File: config.mk
export PLATFORM = sky130hd
export DESIGN_NAME = pipe_skid_reg
export DESIGN_NICKNAME = d
export VERILOG_FILES = /design/src/rtl/pipe_pkg.sv /design/src/rtl/pipe_skid_reg.sv
export SDC_FILE = /design/constraint.sdc
export NUM_CORES = 1
export LEC_CHECK = 0
export BUFFER_PORTS_ARGS = -buffer_cell sky130_fd_sc_hd__clkbuf_2
export CORE_MARGIN = 2
export CORE_UTILIZATION = 40
export CTS_CLUSTER_SIZE = 28
export DETAILED_ROUTE_END_ITERATION = 7
export HOLD_SLACK_MARGIN = 0.05
export PLACE_DENSITY_LB_ADDON = 0.05
export REMOVE_ABC_BUFFERS = 1
export SYNTH_ARGS = -nofsm -noshare
export SYNTH_HDL_FRONTEND = slang
export SYNTH_SLANG_ARGS = --single-unit
File: constraint.sdc
create_clock -name clk -period 2.5 [get_ports clk]
set_input_delay 0.25 -clock clk [delete_from_list [all_inputs] [get_ports clk]]
set_output_delay 0.25 -clock clk [all_outputs]
set_load 0.03 [all_outputs]
File: src/rtl/pipe_pkg.sv
// Shared pipeline definitions: skid-register states,
// EX/MEM payload layout and default payload width.
package pipe_pkg;

  typedef enum logic [1:0] {
    EMPTY = 2'd0,
    BUSY  = 2'd1,
    FULL  = 2'd2
  } skid_state_t;

  localparam int REG_W    = 32;
  localparam int ADDR_W   = 32;
  localparam int WDATA_W  = 32;
  localparam int WNUM_W   = 5;
  localparam int WREG_W   = 1;
  localparam int ALUOP_W  = 5;

  localparam int REG_LSB   = 0;
  localparam int ADDR_LSB  = REG_LSB + REG_W;
  localparam int WDATA_LSB = ADDR_LSB + ADDR_W;
  localparam int WNUM_LSB  = WDATA_LSB + WDATA_W;
  localparam int WREG_LSB  = WNUM_LSB + WNUM_W;
  localparam int ALUOP_LSB = WREG_LSB + WREG_W;

  localparam int EXMEM_W = ALUOP_LSB + ALUOP_W;

endpackage

File: src/rtl/pipe_skid_reg.sv
// Two-entry skid pipeline register with registered
// ready, synchronous flush and bubble clearing.
module pipe_skid_reg
  import pipe_pkg::*;
#(
  parameter int WIDTH           = EXMEM_W,
  parameter int CLEAR_ON_BUBBLE = 1
) (
  input  logic             clk,
  input  logic             rst_n,
  input  logic             flush,
  input  logic             in_valid,
  output logic             in_ready,
  input  logic [WIDTH-1:0] in_data,
  output logic             out_valid,
  input  logic             out_ready,
  output logic [WIDTH-1:0] out_data,
  output logic [1:0]       count
);

  skid_state_t      state;
  logic [WIDTH-1:0] main_q;
  logic [WIDTH-1:0] skid_q;
  logic             in_xfer;
  logic             out_xfer;

  assign in_ready  = rst_n & (state != FULL);
  assign out_valid = (state != EMPTY);
  assign count     = state;
  assign in_xfer   = in_valid & in_ready;
  assign out_xfer  = out_ready & out_valid;

  assign out_data =
    ((CLEAR_ON_BUBBLE != 0) && (state == EMPTY))
      ? '0 : main_q;

  // Occupancy state and payload storage update
  always_ff @(posedge clk or negedge rst_n) begin
    if (!rst_n) begin
      state  <= EMPTY;
      main_q <= '0;
      skid_q <= '0;
    end else if (flush) begin
      state <= EMPTY;
      if (CLEAR_ON_BUBBLE != 0) begin
        main_q <= '0;
        skid_q <= '0;
      end
    end else begin
      unique case (state)
        EMPTY: begin
          if (in_xfer) begin
            main_q <= in_data;
            state  <= BUSY;
          end
        end
        BUSY: begin
          unique case ({in_xfer, out_xfer})
            2'b11: main_q <= in_data;
            2'b10: begin
              skid_q <= in_data;
              state  <= FULL;
            end
            2'b01: state <= EMPTY;
            default: ;
          endcase
        end
        FULL: begin
          if (out_xfer) begin
            main_q <= skid_q;
            state  <= BUSY;
          end
        end
        default: state <= EMPTY;
      endcase
    end
  end

endmodule

==> results of run 1 <==
[sequential cells by signal, summed over array words and instances (netlist names)]
| name | count |
|---|---|
| main_q | 107 |
| skid_q | 107 |
| count | 2 |
[final cells by class]
| class | count | area, um2 |
|---|---|---|
| clock inverter | 5 | 53.8 |
| timing repair buffer | 354 | 2550 |
| multi-input combinational | 775 | 4940 |
| clock buffer | 38 | 724 |
| inverter | 3 | 11.3 |
| fill | 2465 | 12000 |
| sequential | 216 | 5410 |
| tap | 335 | 419 |
[worst paths after layout]
| path | start | to | slack, ns | depth (start not counted) |
|---|---|---|---|---|
| setup / recovery | count[0]$_DFFE_PN0P_ | out_data[94] | 0.12 | 5 |
| hold / removal | rst_n | count[0]$_DFFE_PN0P_ | 0.13 | 2 |
| setup reg to reg | count[0]$_DFFE_PN0P_ | main_q[19]$_DFFE_PN0P_ | 0.15 | 8 |
| hold reg to reg | main_q[39]$_DFFE_PN0P_ | main_q[39]$_DFFE_PN0P_ | 0.47 | 1 |
| max in group asynchronous | rst_n | skid_q[68]$_DFFE_PN0P_ | 0.69 | 4 |
| min in group clk | flush | count[1]$_DFFE_PN0P_ | 0.18 | 3 |
[cells by family after synthesis]
family                     count (synthesis)  synth area share (%)
xor gates and xnor gates                   1                0.0820
adders and majority gates                  4                 0.468
DFF                                      216                  50.6
AOI/OAI and AO/OA                        113                  5.53
buffers and inverters                     86                  3.61
and+or+nand+nor                          443                  18.4
muxes                                    214                  21.3
[cell usage after synthesis (all sizes together)]
cell type	instances
a2bb2oi	1
and3	1
mux2i	107
nor2b	109
o21ai	1
clkbuf	45
a2111o	1
nor3	2
nand3	1
ha	4
and2	1
dfrtp	216
xnor2	1
o311ai	1
nand2	218
o32ai	1
buf	38
nand2b	3
mux2	107
a21oi	108
nor2	107
inv	3
and3b	1
[layer usage]
layer | track usage, % | vias up | wire [um]
met3 | 3.17 | 27 | 1290
li1 | - | 4128 | -
met4 | 3.78 | 0 | 344
met2 | 32.5 | 187 | 13200
met1 | 28.2 | 4089 | 13400
met5 | 0 | - | 0
[power by group]
part	internal [mW]	switching (mW)
Sequential	4.35	0.412
Combinational	2.05	2.90
Clock	2.09	1.40
Total	8.49	4.71
[what timing repair did]
action | 4_1_cts | 5_1_grt
pin swaps | 0 | 0
resized for setup | 2 | 1
endpoints found under the hold margin | 220 | 0
hold buffers | 108 | 0
gates cloned | 0 | 0
setup endpoints to repair | 25 | 94
buffers inserted | 0 | 0
[stage by stage]
stage / TNS, ns / worst slack [ns]
floorplan: -1001.10 / -4.34
global placement: 0 / 0.140
detailed placement: 0 / 0.0621
CTS: 0 / 0.0424
global route: 0 / 0.0164
finish: 0 / 0.115
[critical path, delay by kind of cell, from the launching register on]
family / cells / cell delay, ns
simple gates: 1 / 0.15
buf+inv: 3 / 0.78
fa+ha+maj: 1 / 0.21
flops: 1 / 0.44
==> metrics.yaml, run 1 <==
run_status:
  status: "complete, but fails checks"
  violations: "design-rule violations"
cells_and_area:
  nets: 1491
  layout_commonest_cell: "clkbuf_2"
  final_cell_count_no_fill: 1726
  mostFrequentLayoutCells: "clkbuf_2 (220), nand2_1 (218), dfrtp_1 (216)"
  postLayoutCellArea_mm2: 0.0141
  post-route-util_pct: 53.9
  layout-drive-gt1-share_pct: 26.2
  area_growth_pct: 32.0
  diodes: 0
drt:
  routed_via_density: 4.88
  num_vias: 8431
  routed_wl_um: 28200
  drc: 15
  wl_per_cell_um: 16.3
  drt_pre_antenna_iters: 6
  drtAntennaViolNets: 0
  initialDrtViolationCount: 570
place:
  post-place-cells: 1575
  placed_area_mm2: 0.0122
  numPortBuffers: 222
  hpwl_um: 17100
  gp_congestion: 0.746
yosys:
  yosysWarnings: 0
  ys_ff_latch: 216
  seq_area_frac_synth_pct: 50.6
  synthDominantCellAreaShare_pct: 50.6
  syn_inst: 1077
  synth_area_leaders: "dfrtp_1 (51%), mux2i_1 (10%), mux2_2 (8.1%), nand2_1 (7.7%), nor2b_1 (6.4%)"
  netlist-cell-type-count: 27
  syn_area_mm2: 0.0107
  yosysTopAreaCell: "dfrtp_1"
  avgSynthCellArea_um2: 9.92
sta:
  max_freq_ghz: 0.419
  setup_viol: 0
  drv_slew: 0
  rsz0062_at_grt: "no"
  min_period_over_period_pct: 95.4
  relSlewSlack_pct: 29.4
  worst_pin_slew_ns: 1.06
  fin_hold_ws_ns: 0.129
  min_period_ns: 2.38
  worst_clock_skew_ns: 0.0151
  hold_viol: 0
critical_path:
  critPathMaxStageDelay_ns: 0.44
  criticalPathCategory: "register to output pin"
  crit_slowest_cell: "dfrtp_1"
  crit_chain: "inv_1 -> ha_4 -> buf_6 -> nor2b_1 -> clkbuf_2"
  arrival_ns: 2.13
  crit_fanout: 50
  worstPathRequired_ns: 2.25
  cp-start-kind: "register"
  worstSetupEndpointType: "output pin"
cts:
  root_buffer: "clkbuf_16"
  clkSinkCount: 216
  cts_buffers: 25
  cts_tree: "built"
  path_clk_slew_ns: 0.06
  htree_levels: 1
  cts_buffer_depth: 3
  clk_latency_ns: 0.51
grt:
  grt_antenna_before_repair: 0
  grt_overflow_total: 0
  grt_pass1_wl_um: 45200
  grt_pass1_vias: 8316
  grt_util_all_layers_pct: 19.9
  grt_max_degree: 193
die:
  die_x_um: 167
  core_area_mm2: 0.0261
  die_h_um: 167
  dieArea_mm2: 0.0280
  ios: 223
  initial_core_util_pct: 40.9
  num_rows: 59
pwr:
  max-vdd-ir-drop_v: 0.000565
  power.leakage_nw: 6.37
  p_total_mw: 13.2
  power.density_mw_per_mm2: 936
flow_run:
  drv_cap: 0
min_path:
  hp-class: "primary input to async pin"
Power figures use the tool's default switching activity.
==> run 2: changes to the inputs <==
CORE_UTILIZATION = 55   (was 40)
==> metrics.yaml, run 2 (synthesized netlist as in run 1, its figures left out) <==
min_path:
  min_from: "flush"
  hp-class: "primary input to register"
  worstHoldPathCells: 3
place:
  hpwl_um: 15500
  gp_congestion: 0.772
  numPortBuffers: 222
critical_path:
  rr_startpoint: "count[0]$_DFFE_PN0P_"
  criticalPathCategory: "register to output pin"
  crit_slowest_cell: "dfrtp_1"
  worstPathRequired_ns: 2.25
  reg2reg_depth: 8
  crit_fanout: 48
  crit_chain: "inv_1 -> ha_4 -> buf_6 -> nor2b_1 -> clkbuf_2"
  crit_path_start: "count[0]$_DFFE_PN0P_"
  arrival_ns: 2.13
  cp-start-kind: "register"
  worstSetupEndpointType: "output pin"
  critPathMaxStageDelay_ns: 0.43
pwr:
  power.leakage_nw: 6.38
  max-vdd-ir-drop_v: 0.000796
  p_total_mw: 13.3
  power.density_mw_per_mm2: 948
sta:
  min_period_ns: 2.38
  relSlewSlack_pct: 41.3
  rsz0062_at_grt: "no"
  worst_pin_slew_ns: 0.880
  drv_slew: 0
  hold_viol: 0
  fin_hold_ws_ns: 0.123
  min_period_over_period_pct: 95.0
  setup_viol: 0
  worst_clock_skew_ns: 0.0100
  max_freq_ghz: 0.421
  setup_tns_ns: 0
drt:
  wl_per_cell_um: 16.4
  drt_pre_antenna_iters: 5
  routed_wl_um: 27000
  drc: 0
  num_vias: 8605
  drtAntennaViolNets: 0
  routed_via_density: 5.22
  initialDrtViolationCount: 559
cts:
  root_buffer: "clkbuf_16"
  cts_tree: "built"
  cts_buffers: 24
  cts_buffer_depth: 3
  path_clk_slew_ns: 0.06
  htree_levels: 1
  clk_latency_ns: 0.50
  clkSinkCount: 216
cells_and_area:
  area_growth_pct: 31.4
  layout-drive-gt1-share_pct: 26.4
  diodes: 0
  post-route-util_pct: 74.3
  layout_commonest_cell: "clkbuf_2"
  nets: 1489
  mostFrequentLayoutCells: "clkbuf_2 (220), nand2_1 (218), dfrtp_1 (216), a21oi_1 (108), dlygate4sd3_1 (108)"
grt:
  grt_max_degree: 155
  grt_antenna_before_repair: 0
  grt_pass1_wl_um: 43100
  grt_pass1_vias: 8558
  grt_overflow_total: 0
  grt_util_all_layers_pct: 25.9
die:
  core_area_mm2: 0.0189
  ios: 223
  die_x_um: 143
  num_rows: 50
  initial_core_util_pct: 56.5
  die_h_um: 143
  dieArea_mm2: 0.0206
flow_run:
  drv_cap: 0
run_status:
  status: "finished clean"
## run 2: changes by cell type in the layout (fill, tap and decap cells not counted), sizes merged
| cell | delta |
|---|---|
| clkbuf | -2 |
| clkinv | -1 |
| buf | -2 |
| bufinv | +2 |
## run 2: final timing paths
path / slack, ns / to
max in group asynchronous: 0.73 / skid_q[103]$_DFFE_PN0P_
worst min-delay path: 0.12 / count[1]$_DFFE_PN0P_
min in group asynchronous: 0.14 / count[1]$_DFFE_PN0P_
worst max register to register: 0.15 / main_q[16]$_DFFE_PN0P_
worst min register to register: 0.48 / main_q[59]$_DFFE_PN0P_
worst max-delay path: 0.12 / out_data[11]
## run 2: routing by layer
metal | GRT usage, % | wire, um
met4 | 5.93 | 430
met5 | 0 | 0
met1 | 35.3 | 12100
met3 | 4.83 | 1480
met2 | 43.3 | 13000
## run 2: what timing repair did
action                     in CTS  in global routing
hold endpoints to repair      196                  0
resized for setup               2                  8
hold buffers                  108                  0
setup endpoints to repair      60                114
pin swaps                       0                  1
buffers inserted                0                  1
gates cloned                    0                  1
## run 2: report_power, final
| group | internal (mW) | switching (mW) | leakage (nW) |
|---|---|---|---|
| Sequential | 4.35 | 0.388 | 2.89 |
| Clock | 2.24 | 1.36 | 0.398 |
| Combinational | 2.04 | 2.93 | 3.09 |
| Total | 8.63 | 4.68 | 6.38 |
## run 2: stage by stage
step	setup WS, ns	instances	area (um2)
finish	0.125	1648	14000
global route	0.0190	1648	14000
CTS	0.0246	1646	14000
detailed placement	0.102	1497	12100
global placement	0.183	1497	12100
floorplan	-4.34	994	10300
## run 2: area by class of cell
cell class,instances,area (um2)
fillers,1412,4860
clock buffers,35,703
clock inverters,6,105
repair buffers,353,2540
well taps,260,325
multi-input cells,775,4940
flip-flops and latches,216,5410
inverters,3,11.3
## run 2: worst max-delay path, delay by kind of cell, from the launching register on
kind | cells | cell delay [ns]
fa+ha+maj | 1 | 0.22
buf+inv | 3 | 0.79
simple gates | 1 | 0.14
flops | 1 | 0.43
